### config.mk
export PLATFORM = sky130hd
export DESIGN_NAME = rob_marker_tracker_flat
export DESIGN_NICKNAME = d
export VERILOG_FILES = /design/src/rtl/rob_marker_tracker_if.sv /design/src/rtl/rob_marker_tracker.sv /design/src/flat_wrapper.sv
export SDC_FILE = /design/constraint.sdc
export NUM_CORES = 1
export LEC_CHECK = 0
export BUFFER_PORTS_ARGS = -buffer_cell sky130_fd_sc_hd__buf_4
export CAP_MARGIN = 20
export CELL_PAD_IN_SITES_DETAIL_PLACEMENT = 0
export CELL_PAD_IN_SITES_GLOBAL_PLACEMENT = 1
export CORE_MARGIN = 2
export CORE_UTILIZATION = 32
export DETAILED_ROUTE_END_ITERATION = 10
export GPL_ROUTABILITY_DRIVEN = 0
export HOLD_SLACK_MARGIN = 0.06
export PLACE_DENSITY = 0.84
export REMOVE_ABC_BUFFERS = 1
export SLEW_MARGIN = 30
export SYNTH_ARGS = -nofsm -noshare
export SYNTH_HDL_FRONTEND = slang
export SYNTH_SLANG_ARGS = --single-unit
export TNS_END_PERCENT = 10
### constraint.sdc
create_clock -name clock -period 3.13 [get_ports clock]
set_clock_uncertainty 0.1 [all_clocks]
set_input_delay 0.313 -clock clock [delete_from_list [all_inputs] [get_ports clock]]
set_output_delay 0.313 -clock clock [all_outputs]
set_load 0.01 [all_outputs]
### src/rtl/rob_marker_tracker_if.sv
// Commit-side bundle between the ROB dequeue port and the marker tracker.
// master = ROB/monitor side, slave = tracker.
interface rob_marker_tracker_if #(
    parameter int COMMIT_WIDTH = 2,
    parameter int TAINT_W      = 32,
    parameter int CNT_W        = 16
);
    logic [COMMIT_WIDTH-1:0]    commit_valid;
    logic [32*COMMIT_WIDTH-1:0] commit_inst;
    logic [TAINT_W-1:0]         taint_sum;
    logic [2:0]                 phase;
    logic [CNT_W-1:0]           phase_cycles;
    logic                       marker_valid;
    logic [3:0]                 marker_code;
    logic                       tsx_done;
    logic [TAINT_W-1:0]         leak_taint_max;
    logic                       sim_exit;
    logic                       seq_err;

    modport master (
        output commit_valid, commit_inst, taint_sum,
        input  phase, phase_cycles, marker_valid, marker_code,
               tsx_done, leak_taint_max, sim_exit, seq_err
    );

    modport slave (
        input  commit_valid, commit_inst, taint_sum,
        output phase, phase_cycles, marker_valid, marker_code,
               tsx_done, leak_taint_max, sim_exit, seq_err
    );
endinterface

### src/rtl/rob_marker_tracker.sv
// Phase-marker tracker: scans committed instructions for marker encodings,
// tracks the open fuzzing phase, the tsx window, LEAK peak taint and sim exit.

// Per-lane marker decode (code 15 is not a marker).
module rob_marker_lane_decode (
    input  logic        valid,
    input  logic [31:0] inst,
    output logic        is_marker,
    output logic [3:0]  code
);
    assign code      = inst[23:20];
    assign is_marker = valid && (inst[31:24] == 8'h00) && (inst[19:0] == 20'h02013)
                       && (inst[23:20] != 4'hf);
endmodule

module rob_marker_tracker #(
    parameter int COMMIT_WIDTH = 2,
    parameter int TAINT_W      = 32,
    parameter int CNT_W        = 16,
    parameter int TSX_DELAY    = 3
) (
    input  logic                  clock,
    input  logic                  reset,
    rob_marker_tracker_if.slave   bus
);
    localparam logic [2:0] PH_NONE  = 3'd0;
    localparam logic [2:0] PH_LEAK  = 3'd7;
    localparam logic [3:0] C_EXIT   = 4'd14;
    localparam logic [3:0] C_VCTM_E = 4'd1;
    localparam logic [3:0] C_TEXE_S = 4'd4;

    // Region index (code >> 1) to phase encoding.
    function automatic logic [2:0] region_phase(input logic [2:0] r);
        case (r)
            3'd0:    region_phase = 3'd4;
            3'd1:    region_phase = 3'd5;
            3'd2:    region_phase = 3'd6;
            3'd3:    region_phase = 3'd7;
            3'd4:    region_phase = 3'd1;
            3'd5:    region_phase = 3'd2;
            3'd6:    region_phase = 3'd3;
            default: region_phase = PH_NONE;
        endcase
    endfunction

    logic [COMMIT_WIDTH-1:0][31:0] lane_inst;
    logic [COMMIT_WIDTH-1:0]       lane_mk;
    logic [COMMIT_WIDTH-1:0][3:0]  lane_code;

    assign lane_inst = bus.commit_inst;

    rob_marker_lane_decode u_lane [COMMIT_WIDTH-1:0] (
        .valid     (bus.commit_valid),
        .inst      (lane_inst),
        .is_marker (lane_mk),
        .code      (lane_code)
    );

    logic              exit_latch;
    logic [TSX_DELAY:0] tsx_sr;
    logic [2:0]        nxt_phase;
    logic [2:0]        tgt;
    logic              seq_viol;
    logic              exit_hit;
    logic              tsx_trig;
    logic              mk_valid;
    logic [3:0]        mk_code;

    // Fold lanes oldest to youngest; each marker sees the phase left by the previous one.
    always_comb begin
        nxt_phase = bus.phase;
        tgt       = PH_NONE;
        seq_viol  = 1'b0;
        exit_hit  = 1'b0;
        tsx_trig  = 1'b0;
        mk_valid  = 1'b0;
        mk_code   = 4'd0;
        if (!exit_latch) begin
            for (int i = 0; i < COMMIT_WIDTH; i++) begin
                if (lane_mk[i] && !exit_hit) begin
                    mk_valid = 1'b1;
                    mk_code  = lane_code[i];
                    if (lane_code[i] == C_EXIT) begin
                        exit_hit = 1'b1;
                    end else begin
                        tgt = region_phase(lane_code[i][3:1]);
                        if (!lane_code[i][0]) begin
                            if (nxt_phase == PH_NONE) nxt_phase = tgt;
                            else                      seq_viol  = 1'b1;
                        end else begin
                            if (nxt_phase == tgt) nxt_phase = PH_NONE;
                            else                  seq_viol  = 1'b1;
                        end
                        if (lane_code[i] == C_VCTM_E || lane_code[i] == C_TEXE_S)
                            tsx_trig = 1'b1;
                    end
                end
            end
        end
    end

    assign bus.tsx_done = tsx_sr[TSX_DELAY];

    // Registered phase state, counters, tsx window, peak taint and exit pulse.
    always_ff @(posedge clock) begin
        if (!reset) begin
            bus.phase          <= PH_NONE;
            bus.phase_cycles   <= '0;
            bus.marker_valid   <= 1'b0;
            bus.marker_code    <= 4'd0;
            bus.leak_taint_max <= '0;
            bus.sim_exit       <= 1'b0;
            bus.seq_err        <= 1'b0;
            tsx_sr             <= '0;
            exit_latch         <= 1'b0;
        end else begin
            bus.phase <= nxt_phase;
            if (nxt_phase != bus.phase)
                bus.phase_cycles <= '0;
            else if (bus.phase_cycles != {CNT_W{1'b1}})
                bus.phase_cycles <= bus.phase_cycles + 1'b1;
            bus.marker_valid <= mk_valid;
            bus.marker_code  <= mk_code;
            bus.seq_err      <= bus.seq_err | seq_viol;
            // Re-triggers only OR into bit0 so the first trigger sets the timing.
            if (!tsx_sr[TSX_DELAY])
                tsx_sr <= {tsx_sr[TSX_DELAY-1:0], 1'b0} | {{TSX_DELAY{1'b0}}, tsx_trig};
            if (bus.phase == PH_LEAK && bus.taint_sum > bus.leak_taint_max)
                bus.leak_taint_max <= bus.taint_sum;
            bus.sim_exit <= exit_hit;
            if (exit_hit) exit_latch <= 1'b1;
        end
    end
endmodule

### src/flat_wrapper.sv
// flat-port wrapper written by rule: the top's interface ports become plain ports
module rob_marker_tracker_flat 
#(
    parameter int COMMIT_WIDTH = 2,
    parameter int TAINT_W      = 32,
    parameter int CNT_W        = 16,
    parameter int TSX_DELAY    = 3
)
  (clock, reset, bus_commit_valid, bus_commit_inst, bus_taint_sum, bus_phase, bus_phase_cycles, bus_marker_valid, bus_marker_code, bus_tsx_done, bus_leak_taint_max, bus_sim_exit, bus_seq_err);
  rob_marker_tracker_if #(.COMMIT_WIDTH(COMMIT_WIDTH), .TAINT_W(TAINT_W), .CNT_W(CNT_W)) bus_i ();
  input  logic clock;
  input  logic reset;
  input wire logic [$bits(bus_i.commit_valid)-1:0] bus_commit_valid;
  input wire logic [$bits(bus_i.commit_inst)-1:0] bus_commit_inst;
  input wire logic [$bits(bus_i.taint_sum)-1:0] bus_taint_sum;
  output wire logic [$bits(bus_i.phase)-1:0] bus_phase;
  output wire logic [$bits(bus_i.phase_cycles)-1:0] bus_phase_cycles;
  output wire logic [$bits(bus_i.marker_valid)-1:0] bus_marker_valid;
  output wire logic [$bits(bus_i.marker_code)-1:0] bus_marker_code;
  output wire logic [$bits(bus_i.tsx_done)-1:0] bus_tsx_done;
  output wire logic [$bits(bus_i.leak_taint_max)-1:0] bus_leak_taint_max;
  output wire logic [$bits(bus_i.sim_exit)-1:0] bus_sim_exit;
  output wire logic [$bits(bus_i.seq_err)-1:0] bus_seq_err;
  assign bus_i.commit_valid = bus_commit_valid;
  assign bus_i.commit_inst = bus_commit_inst;
  assign bus_i.taint_sum = bus_taint_sum;
  assign bus_phase = bus_i.phase;
  assign bus_phase_cycles = bus_i.phase_cycles;
  assign bus_marker_valid = bus_i.marker_valid;
  assign bus_marker_code = bus_i.marker_code;
  assign bus_tsx_done = bus_i.tsx_done;
  assign bus_leak_taint_max = bus_i.leak_taint_max;
  assign bus_sim_exit = bus_i.sim_exit;
  assign bus_seq_err = bus_i.seq_err;
  rob_marker_tracker #(.COMMIT_WIDTH(COMMIT_WIDTH), .TAINT_W(TAINT_W), .CNT_W(CNT_W), .TSX_DELAY(TSX_DELAY)) u_core (.clock(clock), .reset(reset), .bus(bus_i));
endmodule
==> summary.txt <==
Synth
  – Top post-synthesis cells by count: 88 x nand2_1, 63 x dfxtp_1, 36 x inv_1, 35 x mux2i_1, 33 x ha_1
  – Post-synth EDFFs: 0
  – Yosys warnings: 0
  – Post-synth top area share: 29.48%
  – Count leader, synth: nand2_1
  – Synth Area per Inst: 8.307 um^2
  – Sequential-to-total area share from yosys stat: 29.48%
  – Synth cell types: 65
  – Mapped Cells: 515
  – Synthesized flop and latch total: 63
  – Largest cells by area after synthesis: dfxtp_1 29%, ha_1 9.7%, mux2i_1 8.2%
  – Cell Area, Synth: 4278 um^2
  – Share of flip-flops with an asynchronous set or reset: 0%
  – Main synth FF type: dfxtp_1
  – Cell taking the most area after synthesis: dfxtp_1

Layout
  – Share of layout cells above drive strength 1: 34.81%
  – Design area: 6270 um^2
  – Fin cells: 874
  – Synthesis-to-finish area growth: 46.56%
  – Layout Utilization: 47.72%
  – Nets: 826
  – Ant diodes: 0

Setup path
  – Required time of the worst setup path: 3250 ps
  – Critical path's slowest cell: or4_4
  – Crit Path Category: register to register
  – Critical-path cell list: nor4_4 > buf_4 > buf_4 > nand2_1 > nor4_2 > buf_4 > o22a_1 > a21oi_1 > or4_4 > o2111ai_4 > a222oi_1 > buf_4 > buf_6 > o211a_1
  – CP arrival: 3200 ps
  – Crit. End Element: register
  – R2R depth: 14
  – Slowest stage delay, CP: 560 ps
  – Crit path launch type: register
  – Cell mode on critical path: buf_4
  – CP startpoint: u_core.bus.phase[2]
  – Reg2reg end: u_core.bus.phase_cycles[8]
  – CP max FO: 8
  – Setup slack, reg-to-reg: 50 ps
  – Worst reg2reg startpoint: u_core.bus.phase[2]

Timing
  – RSZ-0062 raised after global routing: true
  – Min Hold Slack: 150.3 ps
  – Min Tclk post-route: 3084 ps
  – Rel. slew slack: 42.98%
  – Fin worst setup slack: 45.75 ps
  – Setup violation total in the final timing report: 0
  – Tcrit/Tclk final: 98.54%
  – Setup TNS: 0 ps
  – Worst Max-Slew Pin Slew: 854.1 ps
  – Final Hold Viols: 0
  – Final slew viol count: 0
  – Max Fclk: 324.2 MHz

Route
  – Per-cell routed wire length: 14.55 um
  – Iter 0 DRT Violations: 242
  – Routed wire length: 12720 um
  – Via count: 4419
  – Routed Antenna Nets: 0
  – DRT Pass-1 Iters: 5
  – Via-per-instance ratio: 5.056
  – # DRC: 0

Hold path
  – Hold Path Class: input port to register
  – Worst Hold Depth: 3
  – Worst Min Path Start: bus_taint_sum[26]
  – Worst Hold Path EP: u_core.bus.leak_taint_max[26]

Place
  – Pre-CTS WS: -342.0 ps
  – Area after DPL: 5801 um^2
  – Placed cells: 854
  – Post-DP HPWL: 9629 um
  – PortBufs: 158

Power
  – Sequential power share: 38.6%
  – Max VDD drop: 0.0002176 V
  – Clk pwr share: 47.9%
  – Leakage: 2.754 nW
  – Total power: 2.084 mW
  – Comb pwr share: 13.5%
  – Internal: 1.589 mW
  – P_sw: 494.6 uW
  – Switching Share: 23.73%
  – Pwr dens: 332.4 nW/um^2

Floorplanning
  – Core area: 13140 um^2
  – Die Wd: 119.6 um
  – Std cell rows: 42
  – Initial core utilization: 32.56%
  – Chip height: 119.6 um
  – I/O pin count: 159
  – Full die area: 14310 um^2

Global routing
  – Overflow after GRT: 0
  – Largest net degree at the start of global routing: 70
  – Vias in the first global route: 4351
  – Global-route wire length before repair: 19860 um
  – Initial antenna violation count: 0
  – GRT Total Usage: 16.95%

CTS
  – CTS root buf: clkbuf_16
  – Clock transition at the registers of the reported paths: 60 ps
  – CTS Hold Bufs: 0
  – Total CTS buffers: 9
  – Skew-Pair Late Insertion Delay: 330 ps
  – CTS max path bufs: 2
  – CTS tree: built
  – Clock tree sinks: 63
  – H-tree Lvls: 3

Run
  – Max Cap Viol: 0

Run status
  – Status: finished clean
-- layout make-up --
type	count	area [um^2]
fill	1280	6868
multi-input combinational	391	2859
timing repair buffer	192	1493
sequential	63	1264
clock buffer	10	239.0
tap	176	220.2
inverter	36	135.1
clock inverter	6	60.06
-- cell usage in the layout, fill, tap and decap left out, drive strengths merged, types with 16 or more instances in the layout --
cell and count:
mux2i 35, o21ai 16, ha 33, inv 36, dfxtp 63, nand2 88
nor2 28, a21oi 19, nand3 16, nand4 16, buf 192
-- worst max path at each step --
| stage | cells past startpoint | slack [ps] | to |
|---|---|---|---|
| 4_1_cts | 13 | 10 | u_core.bus.phase_cycles[9] |
| 6_report | 14 | 50 | u_core.bus.phase_cycles[8] |
| 5_1_grt | 14 | -120 | u_core.bus.phase_cycles[10] |
| 3_3_place_gp | 12 | -200 | u_core.bus.phase_cycles[15] |
| 3_5_place_dp | 12 | -340 | u_core.bus.phase_cycles[11] |
| 2_1_floorplan | 11 | -1070 | u_core.bus.leak_taint_max[0] |
-- power groups by stage --
| stage | combinational, mW | sequential, mW | clock [mW] |
|---|---|---|---|
| 6_report | 0.281 | 0.805 | 0.997 |
| 4_1_cts | 0.262 | 0.805 | 1.03 |
| 2_1_floorplan | 0.0938 | 0.823 | 0 |
| 3_5_place_dp | 0.261 | 0.823 | 0 |
| 3_3_place_gp | 0.253 | 0.823 | 0 |
| 5_1_grt | 0.309 | 0.805 | 1.06 |
-- flip-flops by register name (all words and copies together) (netlist names), 3 cells and up --
register                   count
u_core.bus.leak_taint_max     32
u_core.bus.phase_cycles       16
u_core.bus.marker_code         4
u_core.tsx_sr                  4
u_core.bus.phase               3
-- per-layer routing --
layer  global-route usage (%)  vias up  wire length (um)
met1                    20.24     2054              5488
met2                    29.89      166              6214
met3                    3.660       17               815
met4                    6.029        0               198
met5                        0        -                 0
li1                         -     2182                 -
-- timing repair --
| action | 4_1_cts | 5_1_grt |
|---|---|---|
| buffers inserted | 0 | 3 |
| setup endpoints to repair | 0 | 37 |
| gates resized for setup | 0 | 30 |
-- worst max-delay path: cells and delay by family (launching register included) --
kind,cells,cell delay (ps)
AO/OA/AOI/OAI,5,780
AND/OR/NAND/NOR,4,1030
flip-flops,1,330
buffers and inverters,5,720
-- kinds of logic (layout without fill, tap and decap cells) --
kind of cell	after synthesis	in the layout	synth area share, %
flip-flops	63	63	29.48
multiplexers	36	36	8.453
XOR/XNOR	20	20	4.446
AND/OR/NAND/NOR	217	217	26.70
buffers and inverters	61	244	6.552
AO/OA/AOI/OAI	85	85	14.71
adder cells (fa/ha/maj)	33	33	9.652
No activity file was read; power rests on OpenSTA's default activity.
